<file path="config.mk">
export PLATFORM = sky130hd
export DESIGN_NAME = onehot_grant_scheduler_flat
export DESIGN_NICKNAME = d
export VERILOG_FILES = /design/src/rtl/onehot_grant_scheduler_if.sv /design/src/rtl/onehot_grant_scheduler.sv /design/src/flat_wrapper.sv
export SDC_FILE = /design/constraint.sdc
export NUM_CORES = 1
export LEC_CHECK = 0
export CORE_UTILIZATION = 42
export CTS_CLUSTER_SIZE = 40
export DETAILED_ROUTE_END_ITERATION = 6
export HOLD_SLACK_MARGIN = 0.08
export PLACE_DENSITY_LB_ADDON = 0.05
export SLEW_MARGIN = 10
export SYNTH_ARGS = -nofsm -noshare
export SYNTH_HDL_FRONTEND = slang
export SYNTH_SLANG_ARGS = --single-unit
</file>
<file path="constraint.sdc">
create_clock -name clk -period 4.76 [get_ports clk]
set_clock_uncertainty 0.2 [all_clocks]
set_input_delay 1.428 -clock clk [delete_from_list [all_inputs] [get_ports clk]]
set_output_delay 1.428 -clock clk [all_outputs]
set_load 0.005 [all_outputs]
</file>
<file path="src/rtl/onehot_grant_scheduler_if.sv">
// Bundle of requester-side signals for onehot_grant_scheduler.
// The master modport belongs to the requester array, the slave modport to the scheduler.
interface onehot_grant_scheduler_if #(
  parameter int NREQ = 10,
  parameter int ID_W = 4
);
  logic [NREQ-1:0] req;
  logic            done;
  logic [NREQ-1:0] grant;
  logic [ID_W-1:0] grant_id;
  logic            grant_valid;
  logic            timeout;

  modport master (
    output req, done,
    input  grant, grant_id, grant_valid, timeout
  );

  modport slave (
    input  req, done,
    output grant, grant_id, grant_valid, timeout
  );
endinterface

</file>
<file path="src/rtl/onehot_grant_scheduler.sv">
// Round-robin scheduler that hands one shared resource to NREQ requesters in turn,
// holding each grant until done, request drop, or MAX_HOLD busy cycles elapse.
module onehot_grant_scheduler #(
  parameter int NREQ     = 10,
  parameter int ID_W     = 4,
  parameter int MAX_HOLD = 16
) (
  input  logic                     clk,
  input  logic                     rst,
  onehot_grant_scheduler_if.slave  bus
);

  localparam int              HC_W      = $clog2(MAX_HOLD) + 1;
  localparam logic [HC_W-1:0] HOLD_LAST = HC_W'(MAX_HOLD - 1);
  localparam logic [ID_W-1:0] LAST_ID   = ID_W'(NREQ - 1);

  typedef enum logic {
    IDLE,
    BUSY
  } state_t;

  state_t          state_q,       state_d;
  logic [NREQ-1:0] grant_q,       grant_d;
  logic [ID_W-1:0] grant_id_q,    grant_id_d;
  logic            grant_valid_q, grant_valid_d;
  logic            timeout_q,     timeout_d;
  logic [HC_W-1:0] hold_cnt_q,    hold_cnt_d;
  logic [ID_W-1:0] ptr_q,         ptr_d;

  logic [NREQ-1:0] mask_hi;
  logic [NREQ-1:0] req_hi;
  logic [NREQ-1:0] pick;
  logic [NREQ-1:0] win_onehot;
  logic [ID_W-1:0] win_idx;
  logic            owner_req;

  // Rotating priority: requests at or above ptr win first; if none, the
  // lowest-indexed request overall wins, which is the wrap-around case.
  always_comb begin
    // NOTE: every signal assigned in a combinational block gets a default
    // first, so no path leaves it unassigned and no latch is inferred.
    mask_hi    = '0;
    win_onehot = '0;
    win_idx    = '0;
    for (int i = 0; i < NREQ; i++) begin
      mask_hi[i] = (ID_W'(i) >= ptr_q);
    end
    req_hi = bus.req & mask_hi;
    pick   = (|req_hi) ? req_hi : bus.req;
    for (int i = NREQ - 1; i >= 0; i--) begin
      if (pick[i]) begin
        win_onehot    = '0;
        win_onehot[i] = 1'b1;
        win_idx       = ID_W'(i);
      end
    end
  end

  assign owner_req = |(bus.req & grant_q);

  always_comb begin
    state_d       = state_q;
    grant_d       = grant_q;
    grant_id_d    = grant_id_q;
    grant_valid_d = grant_valid_q;
    hold_cnt_d    = hold_cnt_q;
    ptr_d         = ptr_q;
    timeout_d     = 1'b0;

    unique case (state_q)
      IDLE: begin
        hold_cnt_d = '0;
        if (|bus.req) begin
          state_d       = BUSY;
          grant_d       = win_onehot;
          grant_id_d    = win_idx;
          grant_valid_d = 1'b1;
          ptr_d         = (win_idx == LAST_ID) ? '0 : win_idx + 1'b1;
        end
      end

      BUSY: begin
        // done takes priority over the hold limit, so a done on the last
        // allowed cycle is a normal release with no timeout pulse.
        if (bus.done || !owner_req || (hold_cnt_q == HOLD_LAST)) begin
          state_d       = IDLE;
          grant_d       = '0;
          grant_id_d    = '0;
          grant_valid_d = 1'b0;
          hold_cnt_d    = '0;
          timeout_d     = !bus.done && owner_req;
        end else begin
          hold_cnt_d = hold_cnt_q + 1'b1;
        end
      end

      default: state_d = IDLE;
    endcase
  end

  // NOTE: the asynchronous reset clears every register, including the
  // search pointer, so a reset mid-grant drops ownership immediately.
  always_ff @(posedge clk or posedge rst) begin
    if (rst) begin
      state_q       <= IDLE;
      grant_q       <= '0;
      grant_id_q    <= '0;
      grant_valid_q <= 1'b0;
      timeout_q     <= 1'b0;
      hold_cnt_q    <= '0;
      ptr_q         <= '0;
    end else begin
      // NOTE: registers update with non-blocking assignments so every flop
      // samples the pre-edge values regardless of statement order.
      state_q       <= state_d;
      grant_q       <= grant_d;
      grant_id_q    <= grant_id_d;
      grant_valid_q <= grant_valid_d;
      timeout_q     <= timeout_d;
      hold_cnt_q    <= hold_cnt_d;
      ptr_q         <= ptr_d;
    end
  end

  assign bus.grant       = grant_q;
  assign bus.grant_id    = grant_id_q;
  assign bus.grant_valid = grant_valid_q;
  assign bus.timeout     = timeout_q;

  a_grant_onehot0 : assert property (@(posedge clk) disable iff (rst)
    $onehot0(grant_q));
  a_valid_matches : assert property (@(posedge clk) disable iff (rst)
    grant_valid_q == (|grant_q));
  a_id_in_range : assert property (@(posedge clk) disable iff (rst)
    grant_id_q <= LAST_ID);
  a_hold_bounded : assert property (@(posedge clk) disable iff (rst)
    hold_cnt_q <= HOLD_LAST);

endmodule

</file>
<file path="src/flat_wrapper.sv">
// flat-port wrapper written by rule: the top's interface ports become plain ports
module onehot_grant_scheduler_flat 
#(
  parameter int NREQ     = 10,
  parameter int ID_W     = 4,
  parameter int MAX_HOLD = 16
)
  (clk, rst, bus_req, bus_done, bus_grant, bus_grant_id, bus_grant_valid, bus_timeout);
  onehot_grant_scheduler_if #(.NREQ(NREQ), .ID_W(ID_W)) bus_i ();
  input  logic clk;
  input  logic rst;
  input wire logic [$bits(bus_i.req)-1:0] bus_req;
  input wire logic [$bits(bus_i.done)-1:0] bus_done;
  output wire logic [$bits(bus_i.grant)-1:0] bus_grant;
  output wire logic [$bits(bus_i.grant_id)-1:0] bus_grant_id;
  output wire logic [$bits(bus_i.grant_valid)-1:0] bus_grant_valid;
  output wire logic [$bits(bus_i.timeout)-1:0] bus_timeout;
  assign bus_i.req = bus_req;
  assign bus_i.done = bus_done;
  assign bus_grant = bus_i.grant;
  assign bus_grant_id = bus_i.grant_id;
  assign bus_grant_valid = bus_i.grant_valid;
  assign bus_timeout = bus_i.timeout;
  onehot_grant_scheduler #(.NREQ(NREQ), .ID_W(ID_W), .MAX_HOLD(MAX_HOLD)) u_core (.clk(clk), .rst(rst), .bus(bus_i));
endmodule
</file>
==> results of run 1 <==
worst max-delay path, cell delays in order:
cell	delay [ns]
clkdlybuf4s50_1	0.62
a21bo_1	0.27
a221oi_4	0.34
nor3_1	0.17
buf_4	0.19
a211o_1	0.37
nor3_1	0.44
a32o_1	0.24
layout by cell type, fill, tap and decap left out, types with 3 or more instances in the layout:
| cell type | count |
|---|---|
| nand2_1 | 20 |
| o21ai_1 | 4 |
| a21oi_1 | 10 |
| clkbuf_8 | 3 |
| o41ai_1 | 3 |
| nand3_1 | 3 |
| nor2_1 | 22 |
| nor3_1 | 4 |
| clkdlybuf4s50_1 | 28 |
| dfrtp_1 | 26 |
| inv_1 | 13 |
| nand2b_1 | 6 |
| o21ai_0 | 12 |
| o211ai_1 | 3 |
| a21o_1 | 5 |
| o21a_1 | 3 |
| a22oi_1 | 4 |
registers in the layout (all words and copies together), names as in the netlist:
signal,cells
u_core.bus.grant,10
u_core.bus.timeout,1
u_core.bus.grant_valid,1
u_core.bus.grant_id,4
u_core.hold_cnt_q,5
u_core.state_q,1
u_core.ptr_q,4
power by group through the flow:
stage / logic, W / registers [W] / clock network [W]
2_1_floorplan: 0.000351 / 0.000325 / 0
3_3_place_gp: 0.000477 / 0.000372 / 0
3_5_place_dp: 0.000481 / 0.000377 / 0
4_1_cts: 0.000484 / 0.000373 / 0.000187
5_1_grt: 0.000543 / 0.000384 / 0.000199
6_report: 0.000486 / 0.000374 / 0.000185
logic make-up after synthesis:
group	Yosys count	share of synthesized area
compound gates	65	0.305
xor+xnor	2	0.0112
fa+ha+maj	2	0.0160
buf+inv	21	0.0544
flops	26	0.416
simple gates	67	0.197
layout make-up:
type	count	area [µm²]	area share
Multi-Input combinational cell	136	830	0.426
Inverter	13	48.8	0.0251
Clock buffer	3	41.3	0.0212
Sequential cell	26	651	0.334
Timing Repair Buffer	29	288	0.148
Clock inverter	1	30.0	0.0154
Tap cell	46	57.6	0.0296
path summary, 6_finish.rpt:
| check | startpoint | depth (start not counted) | endpoint | slack [ns] |
|---|---|---|---|---|
| worst max-delay path | bus_req[2] | 8 | u_core.bus.grant[9] | 0.70 |
| worst min-delay path | u_core.hold_cnt_q[0] | 1 | u_core.hold_cnt_q[0] | 0.28 |
| worst max register to register | u_core.ptr_q[1] | 9 | u_core.ptr_q[1] | 1.75 |
| worst min register to register | u_core.hold_cnt_q[0] | 1 | u_core.hold_cnt_q[0] | 0.28 |
| max in group asynchronous | rst | 2 | u_core.ptr_q[2] | 2.31 |
| min in group asynchronous | rst | 2 | u_core.bus.grant_id[3] | 1.47 |
routing by layer:
| layer | track usage | wire [µm] | up-vias |
|---|---|---|---|
| li1 | - | - | 712 |
| met1 | 0.315 | 1780 | 697 |
| met2 | 0.375 | 1930 | 80 |
| met3 | 0.0456 | 360 | 12 |
| met4 | 0.0814 | 123 | 0 |
| met5 | 0 | 0 | - |
metrics by stage:
stage | power [W] | util | std cells
3_3_place_gp | 0.000849 | 0.545 | 250
5_1_grt | 0.00113 | 0.565 | 254
6_report | 0.00105 | 0.565 | 254
2_1_floorplan | 0.000676 | - | 183
4_1_cts | 0.00104 | 0.565 | 254
3_5_place_dp | 0.000857 | 0.545 | 250
==> metrics.txt, run 1 <==
# TYPE chip_impl_metric gauge
chip_impl_metric{name="post_synth.cell_area_avg",unit="µm²"} 8.55
chip_impl_metric{name="overflow",unit=""} 0
chip_impl_metric{name="syn-instance-count",unit=""} 183
chip_impl_metric{name="synth_enable_flop_cells",unit=""} 0
chip_impl_info{name="setup_repair_after_global_routing_missed_its_margin",value="false"} 1
chip_impl_info{name="clock_tree.root_cell",value="clkbuf_8"} 1
chip_impl_info{name="critical_path.startpoint_type",value="primary input"} 1
chip_impl_metric{name="gpl.final_weighted_congestion",unit=""} 0.972
chip_impl_metric{name="async_sr_flop_fraction",unit=""} 1.00
chip_impl_info{name="netlist_top_cells_area",value="dfrtp_1 (42%), nor2_1 (5.3%), nand2_1 (4.8%), o21ai_0 (3.8%), a21oi_1 (3.2%)"} 1
chip_impl_metric{name="ant_nets",unit=""} 0
chip_impl_metric{name="post_cts_hold_buffer_count",unit=""} 0
chip_impl_metric{name="pre_cts_slack",unit="ns"} 0.428
chip_impl_metric{name="synthToLayoutAreaGrowth",unit="%"} 24.3
chip_impl_metric{name="setup-tns-final",unit="ns"} 0
chip_impl_metric{name="max-clock-path-buffers",unit=""} 2
chip_impl_metric{name="track_usage",unit=""} 0.235
chip_impl_metric{name="first_iter_violations",unit=""} 94
chip_impl_metric{name="area_of_the_core",unit="µm²"} 3440
chip_impl_metric{name="highest_achievable_clock_rate",unit="MHz"} 246
chip_impl_metric{name="post_cts.resized_instances",unit=""} 0
chip_impl_metric{name="layout.cell_area.non_filler",unit="µm²"} 1950
chip_impl_metric{name="number_of_iterations_in_the_first_detailed_routing_pass",unit=""} 4
chip_impl_metric{name="die-height",unit="µm"} 63.0
chip_impl_metric{name="setup_slack",unit="ns"} 0.701
chip_impl_metric{name="power.internal",unit="W"} 0.000619
chip_impl_metric{name="wl_per_cell",unit="µm"} 16.5
chip_impl_info{name="synthTopCellsByCount",value="dfrtp_1 (26), nor2_1 (22), nand2_1 (20)"} 1
chip_impl_metric{name="number_of_placement_rows",unit=""} 21
chip_impl_metric{name="die_outline_area",unit="µm²"} 3970
chip_impl_metric{name="switching_share",unit=""} 0.407
chip_impl_metric{name="fin_crit_sh",unit=""} 0.853
chip_impl_metric{name="antenna_found_initial",unit=""} 0
chip_impl_metric{name="grt_pass1_vias",unit=""} 1515
chip_impl_metric{name="synth_cell_type_count",unit=""} 48
chip_impl_metric{name="wirelength",unit="mm"} 4.19
chip_impl_metric{name="hold_ws",unit="ns"} 0.275
chip_impl_metric{name="finalSetupViolCount",unit=""} 0
chip_impl_metric{name="critical_path_arrival",unit="ns"} 4.07
chip_impl_metric{name="clock_insertion_delay_worst_skew",unit="ns"} 0.28
chip_impl_metric{name="wire_length_of_the_first_global_routing_pass",unit="mm"} 7.31
chip_impl_metric{name="grt_start_max_net_pins",unit=""} 27
chip_impl_metric{name="worstMarginPinSlew",unit="ns"} 1.03
chip_impl_metric{name="drt_drc_violations_left",unit=""} 0
chip_impl_metric{name="cp_data_required_time",unit="ns"} 4.77
chip_impl_info{name="synth-main-ff-cell",value="dfrtp_1"} 1
chip_impl_metric{name="hold_violations",unit=""} 0
chip_impl_metric{name="diodes",unit=""} 0
chip_impl_metric{name="post_syn_area",unit="µm²"} 1570
chip_impl_metric{name="power.share.combinational",unit=""} 0.465
chip_impl_metric{name="port_buffers",unit=""} 28
chip_impl_metric{name="htree_levels",unit=""} 1
chip_impl_metric{name="yosys.area.top_type_share",unit=""} 0.416
chip_impl_metric{name="share_seq_of_total_power",unit=""} 0.358
chip_impl_metric{name="clock_share_of_power",unit=""} 0.177
chip_impl_metric{name="max-cap-violations",unit=""} 0
chip_impl_metric{name="fin_crit",unit="ns"} 4.06
chip_impl_metric{name="start_util",unit=""} 0.455
chip_impl_info{name="tritoncts",value="built"} 1
chip_impl_metric{name="dp_hpwl",unit="mm"} 3.19
chip_impl_metric{name="ratio_of_cells_with_drive_above_1_in_the_final_layout",unit=""} 0.0481
chip_impl_metric{name="count_of_state_elements_after_synthesis",unit=""} 26
chip_impl_metric{name="static-leakage-power",unit="nW"} 0.847
chip_impl_metric{name="die_w",unit="µm"} 63.0
chip_impl_metric{name="vias_per_cell",unit=""} 5.91
chip_impl_metric{name="postSynthNetCount",unit=""} 198
chip_impl_metric{name="post-cts-setup-buffers",unit=""} 0
chip_impl_metric{name="final_max_tran_viols",unit=""} 0
chip_impl_metric{name="clk_pin_slew",unit="ns"} 0.09
chip_impl_info{name="run_status",value="finished clean"} 1
chip_impl_info{name="kind_of_critical_path",value="primary input to flip-flop"} 1
chip_impl_metric{name="io_pins",unit=""} 29
chip_impl_metric{name="n_fill_cell",unit=""} 315
chip_impl_metric{name="critPathMaxFanout",unit=""} 8
chip_impl_info{name="worst_hold_path_class",value="flip-flop to flip-flop"} 1
chip_impl_info{name="synth_top_cell_by_area",value="dfrtp_1"} 1
chip_impl_metric{name="synth-warning-count",unit=""} 0
chip_impl_metric{name="cell_area_reported_after_detailed_placement",unit="µm²"} 1870
chip_impl_metric{name="power_density",unit="nW/µm²"} 537
chip_impl_metric{name="cts_buffers",unit=""} 3
chip_impl_info{name="critical_path_end_type",value="flip-flop"} 1
chip_impl_metric{name="tritoncts_num_sinks",unit=""} 26
chip_impl_metric{name="max-vdd-ir-drop",unit="mV"} 0.338
chip_impl_metric{name="seq_area_frac_synth",unit=""} 0.416
chip_impl_metric{name="worst_slew_margin_rel",unit=""} 0.306
chip_impl_metric{name="vias",unit=""} 1501
chip_impl_info{name="synthMostInstantiatedCell",value="dfrtp_1"} 1
chip_impl_metric{name="switchingPower",unit="W"} 0.000426
chip_impl_metric{name="layout.nets",unit=""} 224
Power figures use the tool's default switching activity.
==> run 2, diff against run 1 <==
CELL_PAD_IN_SITES_DETAIL_PLACEMENT = 1   (was not set)
CELL_PAD_IN_SITES_GLOBAL_PLACEMENT = 1   (was not set)
CORE_UTILIZATION = 41   (was 42)
SKIP_CTS_REPAIR_TIMING = 1   (was not set)
SKIP_LAST_GASP = 1   (was not set)
==> run 2 against run 1 <==
  * Clock-buffer cell count unchanged
  * Clock power is essentially flat
  * Cell count up 1.2%
  * Sequential power barely moved
  * Critical endpoint is now u_core.bus.grant_id[1]
  * Sequential share of layout area is 0.17 points lower
  * Routed wire length grew 17%
  * Combinational power rose by 5.1%
  * Via count is 3.9% higher
==> metrics.txt, run 2 (synthesized netlist as in run 1, its figures left out) <==
# TYPE chip_impl_metric gauge
chip_impl_metric{name="overflow",unit=""} 0
chip_impl_metric{name="area_of_the_core",unit="µm²"} 3660
chip_impl_metric{name="gpl.final_weighted_congestion",unit=""} 0.883
chip_impl_metric{name="vias",unit=""} 1560
chip_impl_metric{name="start_util",unit=""} 0.428
chip_impl_metric{name="hold_ws",unit="ns"} 0.277
chip_impl_metric{name="static-leakage-power",unit="nW"} 0.852
chip_impl_info{name="clock_tree.root_cell",value="clkbuf_8"} 1
chip_impl_metric{name="layout.nets",unit=""} 225
chip_impl_info{name="worstHoldStart",value="u_core.hold_cnt_q[0]"} 1
chip_impl_metric{name="setup-tns-final",unit="ns"} 0
chip_impl_metric{name="antenna_found_initial",unit=""} 0
chip_impl_info{name="run_status",value="finished clean"} 1
chip_impl_metric{name="max-vdd-ir-drop",unit="mV"} 0.264
chip_impl_metric{name="hold_violations",unit=""} 0
chip_impl_metric{name="synthToLayoutAreaGrowth",unit="%"} 24.9
chip_impl_metric{name="final_max_tran_viols",unit=""} 0
chip_impl_metric{name="die_w",unit="µm"} 63.8
chip_impl_metric{name="first_iter_violations",unit=""} 118
chip_impl_metric{name="dp_hpwl",unit="mm"} 3.68
chip_impl_metric{name="wirelength",unit="mm"} 4.91
chip_impl_info{name="critical_path_end_type",value="flip-flop"} 1
chip_impl_metric{name="io_pins",unit=""} 29
chip_impl_metric{name="tritoncts_num_sinks",unit=""} 26
chip_impl_metric{name="critical_path_arrival",unit="ns"} 4.05
chip_impl_metric{name="fin_crit",unit="ns"} 4.09
chip_impl_metric{name="die-height",unit="µm"} 63.8
chip_impl_metric{name="die_outline_area",unit="µm²"} 4070
chip_impl_info{name="final_common_cell",value="clkdlybuf4s50_1"} 1
chip_impl_metric{name="cts_buffers",unit=""} 3
chip_impl_metric{name="highest_achievable_clock_rate",unit="MHz"} 244
chip_impl_metric{name="finalSetupViolCount",unit=""} 0
chip_impl_info{name="kind_of_critical_path",value="primary input to flip-flop"} 1
chip_impl_metric{name="cp_data_required_time",unit="ns"} 4.72
chip_impl_info{name="mostFrequentLayoutCells",value="clkdlybuf4s50_1 (28), dfrtp_1 (26), nor2_1 (22)"} 1
chip_impl_metric{name="number_of_flip_flops_in_the_largest_register",unit=""} 10
chip_impl_metric{name="htree_levels",unit=""} 1
chip_impl_info{name="worst_r2r_startpoint",value="u_core.ptr_q[1]"} 1
chip_impl_metric{name="fin_crit_sh",unit=""} 0.860
chip_impl_metric{name="reg2reg_setup_slack",unit="ns"} 1.71
chip_impl_metric{name="diodes",unit=""} 0
chip_impl_info{name="setup_repair_after_global_routing_missed_its_margin",value="false"} 1
chip_impl_metric{name="worstMarginPinSlew",unit="ns"} 1.17
chip_impl_metric{name="number_of_placement_rows",unit=""} 22
chip_impl_info{name="worst_hold_path_class",value="flip-flop to flip-flop"} 1
chip_impl_metric{name="critPathMaxFanout",unit=""} 15
chip_impl_info{name="critical_path.startpoint_type",value="primary input"} 1
chip_impl_metric{name="vias_per_cell",unit=""} 6.07
chip_impl_metric{name="grt_start_max_net_pins",unit=""} 27
chip_impl_metric{name="clock_insertion_delay_worst_skew",unit="ns"} 0.27
chip_impl_metric{name="power_density",unit="nW/µm²"} 548
chip_impl_metric{name="clk_pin_slew",unit="ns"} 0.09
chip_impl_metric{name="wire_length_of_the_first_global_routing_pass",unit="mm"} 8.19
chip_impl_metric{name="drt_drc_violations_left",unit=""} 0
chip_impl_metric{name="ratio_of_cells_with_drive_above_1_in_the_final_layout",unit=""} 0.0526
chip_impl_info{name="hold_end",value="u_core.hold_cnt_q[0]"} 1
chip_impl_metric{name="number_of_iterations_in_the_first_detailed_routing_pass",unit=""} 4
chip_impl_metric{name="port_buffers",unit=""} 28
chip_impl_metric{name="ant_nets",unit=""} 0
chip_impl_metric{name="grt_pass1_vias",unit=""} 1635
chip_impl_info{name="ff_to_ff_end",value="u_core.ptr_q[1]"} 1
chip_impl_metric{name="max-clock-path-buffers",unit=""} 2
chip_impl_metric{name="holdPathStages",unit=""} 1
chip_impl_metric{name="max-cap-violations",unit=""} 0
chip_impl_metric{name="track_usage",unit=""} 0.261
chip_impl_metric{name="wl_per_cell",unit="µm"} 19.1
chip_impl_metric{name="timing.reg2reg.worst_path_depth",unit=""} 7
chip_impl_metric{name="worst_slew_margin_rel",unit=""} 0.216
chip_impl_info{name="tritoncts",value="built"} 1
[run 2: worst max path at each step]
stage / startpoint / to / slack, ns / cells past startpoint
after floorplan: bus_req[9] / u_core.ptr_q[1] / 1.25 / 8
after global placement: bus_req[2] / u_core.bus.grant[9] / 0.53 / 8
after detailed placement: bus_req[0] / u_core.bus.grant_id[1] / 0.45 / 8
after CTS: bus_req[0] / u_core.bus.grant_id[1] / 0.72 / 8
after global routing: bus_req[0] / u_core.bus.grant_id[2] / 0.53 / 9
final: bus_req[0] / u_core.bus.grant_id[1] / 0.67 / 8
[run 2: area by class of cell]
type                    instances  area [µm²]
clock buffers                   3        41.3
clock inverters                 1        30.0
multi-input cells             136         830
fillers                       453        1710
repair buffers                 30         295
inverters                      13        48.8
flip-flops and latches         26         651
well taps                      48        60.1
[run 2: per-layer routing]
layer	vias up	track usage	part of all wire
met1	778	0.352	0.45
met2	53	0.422	0.48
met5	-	0	0
met4	0	0.0966	0.023
li1	717	-	-
met3	12	0.0393	0.051
[run 2: power by group]
group          internal [W]  switching, W  total, W
Combinational      0.000227      0.000285  0.000511
Clock              0.000112     0.0000700  0.000182
Sequential         0.000281     0.0000961  0.000377
[run 2: stage by stage]
step | setup WS (ns) | instance area, µm² | total power [W] | cells | utilization
CTS | 0.720 | 1960 | 0.00107 | 257 | 0.534
global placement | 0.533 | 1880 | 0.000864 | 253 | 0.515
detailed placement | 0.454 | 1880 | 0.000879 | 253 | 0.515
global route | 0.531 | 1960 | 0.00114 | 257 | 0.534
finish | 0.666 | 1960 | 0.00107 | 257 | 0.534
floorplan | 1.25 | 1570 | 0.000676 | 183 | -
[run 2: worst max-delay path: stages]
cell             delay, ns
clkdlybuf4s50_1       0.56
a22o_1                0.26
a221oi_1              0.39
nand4_1               0.17
nand3b_1              0.14
nand2b_1              0.26
o21ai_1               0.45
a22o_1                0.39
==> run 3, diff against run 2 <==
CORE_MARGIN = 2   (was not set)
HOLD_SLACK_MARGIN = not set   (was 0.08)
==> run 3 against run 2 <==
  * Flip-flop and latch count unchanged
  * Cell count unchanged
  * Cell area is the same
  * Fmax rose by 3.5%
  * Via count decreased by 4.4%
  * Largest power group unchanged
==> metrics.txt, run 3 (synthesized netlist as in run 1, its figures left out) <==
# TYPE chip_impl_metric gauge
chip_impl_info{name="run_status",value="finished clean"} 1
chip_impl_metric{name="io_pins",unit=""} 29
chip_impl_metric{name="max-clock-path-buffers",unit=""} 2
chip_impl_metric{name="fin_crit",unit="ns"} 3.95
chip_impl_metric{name="wire_length_of_the_first_global_routing_pass",unit="mm"} 8.00
chip_impl_metric{name="power_density",unit="nW/µm²"} 539
chip_impl_metric{name="die_outline_area",unit="µm²"} 4330
chip_impl_metric{name="n_fill_cell",unit=""} 430
chip_impl_metric{name="clk_pin_slew",unit="ns"} 0.09
chip_impl_metric{name="drt_drc_violations_left",unit=""} 0
chip_impl_metric{name="fin_crit_sh",unit=""} 0.831
chip_impl_metric{name="multi_input_area",unit="µm²"} 830
chip_impl_metric{name="hold_violations",unit=""} 0
chip_impl_info{name="final_common_cell",value="clkdlybuf4s50_1"} 1
chip_impl_metric{name="first_iter_violations",unit=""} 95
chip_impl_metric{name="critical_path_arrival",unit="ns"} 3.97
chip_impl_metric{name="final-seq-area",unit="µm²"} 651
chip_impl_metric{name="ratio_of_cells_with_drive_above_1_in_the_final_layout",unit=""} 0.0526
chip_impl_metric{name="cts_buffers",unit=""} 3
chip_impl_metric{name="critical-path-max-stage-delay",unit="ns"} 0.59
chip_impl_metric{name="critPathMaxFanout",unit=""} 11
chip_impl_metric{name="setup-tns-final",unit="ns"} 0
chip_impl_metric{name="htree_levels",unit=""} 1
chip_impl_info{name="worst_hold_path_class",value="flip-flop to flip-flop"} 1
chip_impl_metric{name="wirelength",unit="mm"} 4.71
chip_impl_metric{name="cp_data_required_time",unit="ns"} 4.77
chip_impl_metric{name="number_of_iterations_in_the_first_detailed_routing_pass",unit=""} 4
chip_impl_info{name="tritoncts",value="built"} 1
chip_impl_info{name="path_delay_family",value="compound AO/OA/AOI/OAI gates"} 1
chip_impl_metric{name="port_buffers",unit=""} 28
chip_impl_metric{name="start_util",unit=""} 0.428
chip_impl_metric{name="vias_per_cell",unit=""} 5.80
chip_impl_info{name="crit_path_cell_trace",value="clkdlybuf4s50_1 > a21bo_1 > a221oi_4 > nor3_1 > buf_4 > a211o_1 > nor3_1 > a32o_1"} 1
chip_impl_metric{name="ant_nets",unit=""} 0
chip_impl_metric{name="highest_achievable_clock_rate",unit="MHz"} 253
chip_impl_metric{name="worst_slew_margin_rel",unit=""} 0.278
chip_impl_metric{name="antenna_found_initial",unit=""} 0
chip_impl_metric{name="synthToLayoutAreaGrowth",unit="%"} 24.9
chip_impl_info{name="clock_tree.root_cell",value="clkbuf_8"} 1
chip_impl_info{name="critPathSlowestCell",value="clkdlybuf4s50_1"} 1
chip_impl_metric{name="track_usage",unit=""} 0.246
chip_impl_metric{name="die_w",unit="µm"} 65.8
chip_impl_metric{name="grt_pass1_vias",unit=""} 1576
chip_impl_info{name="critical_path.startpoint_type",value="primary input"} 1
chip_impl_metric{name="final_max_tran_viols",unit=""} 0
chip_impl_info{name="critical_path_end_type",value="flip-flop"} 1
chip_impl_metric{name="number_of_flip_flops_in_the_largest_register",unit=""} 10
chip_impl_info{name="cpMostUsedCell",value="nor3_1"} 1
chip_impl_metric{name="gpl.final_weighted_congestion",unit=""} 0.900
chip_impl_metric{name="finalSetupViolCount",unit=""} 0
chip_impl_metric{name="overflow",unit=""} 0
chip_impl_metric{name="die-height",unit="µm"} 65.8
chip_impl_metric{name="vias",unit=""} 1491
chip_impl_info{name="setup_repair_after_global_routing_missed_its_margin",value="false"} 1
chip_impl_metric{name="static-leakage-power",unit="nW"} 0.852
chip_impl_metric{name="layout.nets",unit=""} 225
chip_impl_metric{name="grt_start_max_net_pins",unit=""} 27
chip_impl_metric{name="number_of_placement_rows",unit=""} 22
chip_impl_metric{name="max-cap-violations",unit=""} 0
chip_impl_metric{name="post_layout_nonfiller_instances",unit=""} 257
chip_impl_metric{name="clock_insertion_delay_worst_skew",unit="ns"} 0.27
chip_impl_metric{name="number_of_cells_in_the_design_after_placement",unit=""} 253
chip_impl_metric{name="final_standard_cell_utilization_of_the_core",unit=""} 0.534
chip_impl_metric{name="area_of_the_core",unit="µm²"} 3660
chip_impl_info{name="mostFrequentLayoutCells",value="clkdlybuf4s50_1 (28), dfrtp_1 (26), nor2_1 (22)"} 1
chip_impl_metric{name="worstPathBufferInverterCount",unit=""} 2
chip_impl_metric{name="diodes",unit=""} 0
chip_impl_metric{name="max-vdd-ir-drop",unit="mV"} 0.258
chip_impl_metric{name="tritoncts_num_sinks",unit=""} 26
chip_impl_metric{name="dp_hpwl",unit="mm"} 3.62
chip_impl_metric{name="wl_per_cell",unit="µm"} 18.3
chip_impl_info{name="kind_of_critical_path",value="primary input to flip-flop"} 1
chip_impl_metric{name="worstMarginPinSlew",unit="ns"} 1.08
## run 3: final timing paths
path	slack, ns	from	end	depth (start not counted)
worst max-delay path	0.81	bus_req[2]	u_core.bus.grant[9]	8
worst min-delay path	0.26	u_core.hold_cnt_q[0]	u_core.hold_cnt_q[0]	1
worst max register to register	1.77	u_core.ptr_q[1]	u_core.bus.grant[9]	7
worst min register to register	0.26	u_core.hold_cnt_q[0]	u_core.hold_cnt_q[0]	1
max in group asynchronous	2.27	rst	u_core.ptr_q[0]	2
min in group asynchronous	1.48	rst	u_core.bus.grant_valid	2
## run 3: per-layer routing
layer,share of wire,vias to the layer above,wire length [µm],track usage
met1,0.46,729,2180,0.345
met2,0.48,39,2250,0.404
met5,0,-,0,0
met3,0.051,5,241,0.0358
li1,-,718,-,-
met4,0.0079,0,37,0.0495
## run 3: worst register-to-register path: stages (launching register included)
cell and delay, ns:
dfrtp_1 0.67, inv_1 0.17, a211oi_1 0.29, o221ai_2 0.23, o41ai_1 0.60, a211o_1 0.31, nor3_1 0.14, a32o_1 0.27
## run 3: power breakdown
group / total, W / internal [W] / switching [W]
clock network: 0.000184 / 0.000113 / 0.0000714
logic: 0.000498 / 0.000226 / 0.000271
registers: 0.000373 / 0.000281 / 0.0000920
## run 3: final cells by class
type                       instances  share of cell area
tap                               48              0.0307
sequential                        26               0.333
multi-input combinational        136               0.424
clock inverter                     1              0.0154
timing repair buffer              30               0.151
clock buffer                       3              0.0211
inverter                          13              0.0250
## run 3: metrics by stage
step	cell area, µm²	hold WS (ns)	setup slack (ns)	total power [W]
2_1_floorplan	1570	0.233	1.25	0.000676
3_3_place_gp	1880	0.249	0.516	0.000863
4_1_cts	1960	0.270	0.814	0.00106
5_1_grt	1960	0.306	0.642	0.00113
3_5_place_dp	1880	0.258	0.530	0.000871
6_report	1960	0.265	0.805	0.00105
